===== src/rtl/packet_pkg.sv =====
// Shared types for the multicast crossbar arbiter: port-index width, index type, output state.
package packet_pkg;

    localparam int unsigned NUM_PORTS_DEF = 4;
    localparam int unsigned PORT_IDX_W    = $clog2(NUM_PORTS_DEF);

    typedef logic [PORT_IDX_W-1:0] port_idx_t;

    typedef enum logic {
        FREE = 1'b0,
        BUSY = 1'b1
    } out_state_e;

endpackage


===== src/rtl/rr_pick.sv =====
// Round-robin picker for one output: first set request at or after the pointer, wrapping.
module rr_pick #(
    parameter  int unsigned N     = 4,
    localparam int unsigned IDX_W = $clog2(N)
) (
    input  logic [N-1:0]     i_req,
    input  logic [IDX_W-1:0] i_ptr,
    output logic [N-1:0]     o_gnt
);

    always_comb begin
        logic             found;
        logic [IDX_W-1:0] idx;
        o_gnt = '0;
        found = 1'b0;
        idx   = '0;
        for (int k = 0; k < int'(N); k++) begin
            idx = IDX_W'((int'(i_ptr) + k) % int'(N));
            if (!found && i_req[idx]) begin
                o_gnt[idx] = 1'b1;
                found      = 1'b1;
            end
        end
    end

endmodule


===== src/rtl/mc_arbiter.sv =====
// Multicast all-or-nothing output arbiter with per-output round-robin pointers.
// Optional starvation guard enabled by defining MC_ARB_STARVE_GUARD_EN.
module mc_arbiter
    import packet_pkg::*;
#(
    parameter  int unsigned NUM_PORTS    = 4,
    parameter  int unsigned STARVE_LIMIT = 16,
    localparam int unsigned IDX_W        = $clog2(NUM_PORTS)
) (
    input  logic                           clk,
    input  logic                           rst_n,
    input  logic [NUM_PORTS-1:0]           req,
    input  logic [NUM_PORTS*NUM_PORTS-1:0] dst,
    input  logic [NUM_PORTS-1:0]           eop,
    output logic [NUM_PORTS-1:0]           grant,
    output logic [NUM_PORTS*IDX_W-1:0]     mux_sel,
    output logic [NUM_PORTS-1:0]           active
);

    if (NUM_PORTS < 2 || NUM_PORTS > 16 || STARVE_LIMIT < 1 || STARVE_LIMIT > 255) begin : g_bad_cfg
        $error("mc_arbiter: parameter out of legal range");
    end

    out_state_e           r_state [NUM_PORTS];
    logic [IDX_W-1:0]     r_ptr   [NUM_PORTS];
    logic [IDX_W-1:0]     r_sel   [NUM_PORTS];
    logic [NUM_PORTS-1:0] r_mask  [NUM_PORTS];
    logic [NUM_PORTS-1:0] r_grant;

    logic [NUM_PORTS-1:0] w_dst     [NUM_PORTS];
    logic [NUM_PORTS-1:0] w_out_req [NUM_PORTS];
    logic [NUM_PORTS-1:0] w_win     [NUM_PORTS];
    logic [NUM_PORTS-1:0] w_cand;
    logic [NUM_PORTS-1:0] w_new_grant;
    logic [NUM_PORTS-1:0] w_release;
    logic [NUM_PORTS-1:0] w_urg_onehot;
    logic [NUM_PORTS-1:0] w_urg_mask;

    for (genvar i = 0; i < NUM_PORTS; i++) begin : g_dst
        assign w_dst[i] = dst[i*NUM_PORTS +: NUM_PORTS];
    end

    // Candidates see the registered state, so outputs released this cycle still look BUSY.
    always_comb begin
        w_cand = '0;
        for (int i = 0; i < int'(NUM_PORTS); i++) begin
            w_cand[i] = req[i] && (w_dst[i] != '0) && !r_grant[i];
            for (int o = 0; o < int'(NUM_PORTS); o++) begin
                if (w_dst[i][o] && (r_state[o] != FREE)) begin
                    w_cand[i] = 1'b0;
                end
            end
        end
    end

`ifdef MC_ARB_STARVE_GUARD_EN
    logic [7:0] r_wait [NUM_PORTS];

    always_comb begin
        logic found;
        found        = 1'b0;
        w_urg_onehot = '0;
        w_urg_mask   = '0;
        for (int i = 0; i < int'(NUM_PORTS); i++) begin
            if (!found && (r_wait[i] >= 8'(STARVE_LIMIT)) && req[i] && !r_grant[i]) begin
                w_urg_onehot[i] = 1'b1;
                w_urg_mask      = w_dst[i];
                found           = 1'b1;
            end
        end
    end

    always_ff @(posedge clk or negedge rst_n) begin
        if (!rst_n) begin
            for (int i = 0; i < int'(NUM_PORTS); i++) begin
                r_wait[i] <= '0;
            end
        end else begin
            for (int i = 0; i < int'(NUM_PORTS); i++) begin
                if (w_new_grant[i]) begin
                    r_wait[i] <= '0;
                end else if (req[i] && !r_grant[i] && (r_wait[i] != 8'hFF)) begin
                    r_wait[i] <= r_wait[i] + 8'd1;
                end
            end
        end
    end
`else
    assign w_urg_onehot = '0;
    assign w_urg_mask   = '0;
`endif

    // Outputs claimed by the urgent port accept only that port.
    always_comb begin
        for (int o = 0; o < int'(NUM_PORTS); o++) begin
            w_out_req[o] = '0;
            for (int i = 0; i < int'(NUM_PORTS); i++) begin
                w_out_req[o][i] = w_cand[i] && w_dst[i][o] && (!w_urg_mask[o] || w_urg_onehot[i]);
            end
        end
    end

    for (genvar o = 0; o < NUM_PORTS; o++) begin : g_pick
        rr_pick #(
            .N (NUM_PORTS)
        ) u_rr_pick (
            .i_req (w_out_req[o]),
            .i_ptr (r_ptr[o]),
            .o_gnt (w_win[o])
        );
    end

    always_comb begin
        for (int i = 0; i < int'(NUM_PORTS); i++) begin
            w_new_grant[i] = w_cand[i];
            for (int o = 0; o < int'(NUM_PORTS); o++) begin
                if (w_dst[i][o] && !w_win[o][i]) begin
                    w_new_grant[i] = 1'b0;
                end
            end
            w_release[i] = r_grant[i] && eop[i];
        end
    end

    always_ff @(posedge clk or negedge rst_n) begin
        if (!rst_n) begin
            r_grant <= '0;
            for (int k = 0; k < int'(NUM_PORTS); k++) begin
                r_state[k] <= FREE;
                r_ptr[k]   <= '0;
                r_sel[k]   <= '0;
                r_mask[k]  <= '0;
            end
        end else begin
            for (int i = 0; i < int'(NUM_PORTS); i++) begin
                if (w_release[i]) begin
                    r_grant[i] <= 1'b0;
                    for (int o = 0; o < int'(NUM_PORTS); o++) begin
                        if (r_mask[i][o]) begin
                            r_state[o] <= FREE;
                        end
                    end
                end else if (w_new_grant[i]) begin
                    r_grant[i] <= 1'b1;
                    r_mask[i]  <= w_dst[i];
                end
            end
            for (int o = 0; o < int'(NUM_PORTS); o++) begin
                for (int i = 0; i < int'(NUM_PORTS); i++) begin
                    if (w_new_grant[i] && w_dst[i][o]) begin
                        r_state[o] <= BUSY;
                        r_sel[o]   <= IDX_W'(i);
                        r_ptr[o]   <= IDX_W'((i + 1) % int'(NUM_PORTS));
                    end
                end
            end
        end
    end

    assign grant = r_grant;

    for (genvar o = 0; o < NUM_PORTS; o++) begin : g_out
        assign mux_sel[o*IDX_W +: IDX_W] = r_sel[o];
        assign active[o]                 = (r_state[o] == BUSY);
    end

endmodule


===== config.mk =====
export PLATFORM = sky130hd
export DESIGN_NAME = mc_arbiter
export DESIGN_NICKNAME = d
export VERILOG_FILES = /design/src/rtl/packet_pkg.sv /design/src/rtl/rr_pick.sv /design/src/rtl/mc_arbiter.sv
export SDC_FILE = /design/constraint.sdc
export NUM_CORES = 1
export LEC_CHECK = 0
export ABC_AREA = 1
export CORE_UTILIZATION = 55
export DETAILED_ROUTE_END_ITERATION = 12
export PLACE_DENSITY = 0.82
export SKIP_CTS_REPAIR_TIMING = 1
export SYNTH_ARGS = -nofsm -noshare
export SYNTH_HDL_FRONTEND = slang
export SYNTH_HIERARCHICAL = 1
export SYNTH_SLANG_ARGS = --single-unit

===== constraint.sdc =====
create_clock -name clk -period 3.34 [get_ports clk]
set_input_delay 0.668 -clock clk [delete_from_list [all_inputs] [get_ports clk]]
set_output_delay 0.668 -clock clk [all_outputs]
set_load 0.005 [all_outputs]

==> flow_metrics.py <==
metrics = {
    "route": {
        "drcViolationCount": 0,
        "vias": 4643,
        "dr.pass1.iters": 5,
        "vias_per_cell": 5.52,
        "routed_wirelength_um": 12500,
        "wire_per_inst_um": 14.8,
        "ant_nets": 0,
        "detail_route.iter0.violations": 403,
    },
    "logic_synthesis": {
        "synth_top_area_cell": "dfrtp_1",
        "ys_ff_latch": 40,
        "syn_nets": 697,
        "ys_warn_count": 6,
        "ys.flop_type": "dfrtp_1",
        "netlist_area_sq_um": 4010,
        "avgSynthCellArea_sq_um": 6.20,
        "ys_seq_area_frac": 0.249,
        "yosysTopAreaCellShare": 0.249,
        "async_flop_share": 1.00,
        "yosys-top-cells-area": "dfrtp_1 25%, nand2_1 21%, nand3_1 16%",
        "synth_edf_count": 0,
        "syn_inst": 647,
        "synth_most_common_cell": "nand2_1",
        "synth_cell_types": 21,
        "synth_commonest_cells": "221 x nand2_1, 132 x nand3_1, 97 x inv_1, 40 x dfrtp_1, 36 x nor2_1",
    },
    "worst_setup_path": {
        "crit_chain": "clkdlybuf4s50_1 -> nand2_1 -> nand2_1 -> nor2_2 -> nand3_1 -> inv_1 -> inv_1 -> nand2_1 -> nand3_1 -> nand2_2 -> nand3_1 -> nand2_1 -> inv_1 -> nand3_1 -> inv_1 -> nand2_1 -> o21ai_1 -> nor2_4 -> nand3_4 -> nor2_2 -> nor2_1 -> nand2_1 -> nand2_1 -> nand2_1",
        "critPathArrivalTime_ns": 3.48,
        "required_ns": 3.59,
        "critPathMaxStageDelay_ns": 0.48,
        "cp_num_buf_inv": 5,
        "crit-reg2reg-capture": "r_ptr[2]$_DFFE_PN0P_",
        "worst_setup_path_end_kind": "register",
        "timing.rr.start": "active[2]$_DFF_PN0_",
        "crit_slowest_cell": "clkdlybuf4s50_1",
        "cpMostUsedCell": "nand2_1",
        "cpLargestDelayFamily": "simple AND/OR/NAND/NOR gates",
        "setup.worst_path.class": "in2reg",
        "reg2regPathDepth": 23,
        "rrSetupSlack_ns": 0.39,
        "start_kind": "input port",
        "cp_max_fo": 6,
    },
    "timing": {
        "clock.fmax_ghz": 0.309,
        "fin_crit_sh": 0.968,
        "setup_viol": 0,
        "fin_tns_setup_ns": 0,
        "slew_headroom": 0.389,
        "worstMarginPinSlew_ns": 0.916,
        "min_period_ns": 3.23,
        "rsz0062_at_grt": "yes",
        "slew_violations": 0,
        "clock_skew_ns": 0.00301,
        "final-hold-violation-count": 0,
    },
    "pwr": {
        "comb_power_share": 0.699,
        "internal_power_mw": 1.98,
        "clockPowerShare": 0.074,
        "power_leakage_nw": 2.83,
        "power_density_nw_per_um2": 843,
        "ir_drop_mv": 0.503,
        "swShare": 0.550,
        "p_sw_mw": 2.42,
        "seqPwrFrac": 0.228,
    },
    "cells_and_area": {
        "antenna-diode-count": 0,
        "area_delta_synth_final_pct": 29.8,
        "drive_gt1_frac": 0.227,
        "layout.cells.non_filler": 841,
        "finish.utilization": 0.755,
        "fillers": 561,
        "final_area_sq_um": 5210,
        "fin_nets": 795,
    },
    "cts": {
        "clkSinkCount": 40,
        "worstSkewPairLatency_ns": 0.31,
        "clock_tree.root_cell": "clkbuf_8",
        "clock_path_buffers": 2,
        "clk_pin_slew_ns": 0.08,
        "cts_tree": "built",
        "cts_max_level": 2,
        "cts_buffers": 5,
    },
    "die": {
        "ios": 42,
        "fp.dieArea_sq_um": 7640,
        "core_sq_um": 6910,
        "start_util": 0.581,
        "row_count": 30,
        "die_h_um": 87.4,
        "die_w_um": 87.4,
    },
    "grt": {
        "grt_pass1_vias": 4291,
        "grt_overflow_total": 0,
        "grt_max_degree": 41,
        "grt_usage": 0.327,
        "antenna_found_initial": 0,
        "grt_pass1_wl_um": 19300,
    },
    "place": {
        "dp.cells": 831,
        "dpl_cell_area_sq_um": 4890,
        "hpwl_um": 9560,
        "gp_congestion": 0.990,
        "io_buffers": 41,
    },
    "status": {
        "status": "finished, final reports clean",
    },
    "worst_hold_path": {
        "hp-class": "reg2reg",
        "min_to": "mux_sel[3]$_DFFE_PN0P_",
        "hp-start": "mux_sel[3]$_DFFE_PN0P_",
        "whs_path_depth": 2,
    },
    "run": {
        "maxCapViolCount": 0,
    },
}
-- cells in the final DEF, fill, tap and decap left out, drive strengths merged, types with 4 or more instances in the layout --
cell,synthesis,routed
nand3,147,147
nor2,54,54
clkbuf,0,5
ha,24,24
o21ai,11,11
nand2,242,242
inv,108,108
a21oi,14,14
dlymetal6s2s,0,4
dfrtp,40,40
buf,0,51
clkdlybuf4s50,0,36
-- worst max path at each step --
| stage | start | to | depth (start not counted) |
|---|---|---|---|
| after floorplan | dst[0] | r_ptr[6]$_DFFE_PN0P_ | 22 |
| after global placement | dst[1] | mux_sel[7]$_DFFE_PN0P_ | 24 |
| after detailed placement | dst[1] | mux_sel[7]$_DFFE_PN0P_ | 24 |
| after CTS | dst[1] | mux_sel[7]$_DFFE_PN0P_ | 24 |
| after global routing | dst[10] | r_ptr[1]$_DFFE_PN0P_ | 24 |
| final | dst[8] | r_ptr[2]$_DFFE_PN0P_ | 24 |
-- worst reg2reg max path: cells and delay by family, from the launching register on --
| family | cells | cell delay [ns] |
|---|---|---|
| DFF | 1 | 0.51 |
| and+or+nand+nor | 18 | 1.99 |
| buffers and inverters | 4 | 0.31 |
| AOI/OAI and AO/OA | 1 | 0.09 |
-- cells by family after synthesis --
group                      share of synthesized area
adders and majority gates                     0.0748
buffers and inverters                          0.102
DFF                                            0.249
and+or+nand+nor                                0.526
AOI/OAI and AO/OA                             0.0474
-- layer usage --
metal	track usage	vias to the layer above	wire [um]	part of all wire
met5	0	-	0	0
met4	0.122	0	498	0.040
met3	0.0787	49	954	0.076
met2	0.549	222	5830	0.47
met1	0.405	2138	5190	0.42
li1	-	2234	-	-
-- state kept, by name, summed over array words and instances, names as in the netlist --
name and cells:
r_mask 16, mux_sel 8, r_ptr 8, active 4
grant 4
-- metrics by stage --
step | power (mW) | hold slack [ns] | setup WS, ns
2_1_floorplan | 2.94 | 0.372 | 0.655
3_3_place_gp | 3.74 | 0.455 | -0.323
3_5_place_dp | 3.82 | 0.457 | -0.342
4_1_cts | 4.15 | 0.476 | -0.0232
5_1_grt | 4.75 | 0.491 | -0.130
6_report | 4.40 | 0.475 | 0.108
-- power groups by stage --
stage / clock network, mW / registers [mW] / logic (mW)
global placement: 0 / 0.978 / 2.76
CTS: 0.318 / 0.981 / 2.85
detailed placement: 0 / 0.989 / 2.83
finish: 0.324 / 1.00 / 3.07
floorplan: 0 / 0.911 / 2.02
global route: 0.344 / 1.02 / 3.38
-- layout make-up --
type	instances	area [sq um]	share of cell area
multi-input cells	498	2810	0.539
flip-flops and latches	40	1000	0.192
repair buffers	91	791	0.152
inverters	109	409	0.0785
well taps	96	120	0.0230
clock buffers	5	68.8	0.0132
clock inverters	2	12.5	0.00240
No activity file was read; power rests on OpenSTA's default activity.
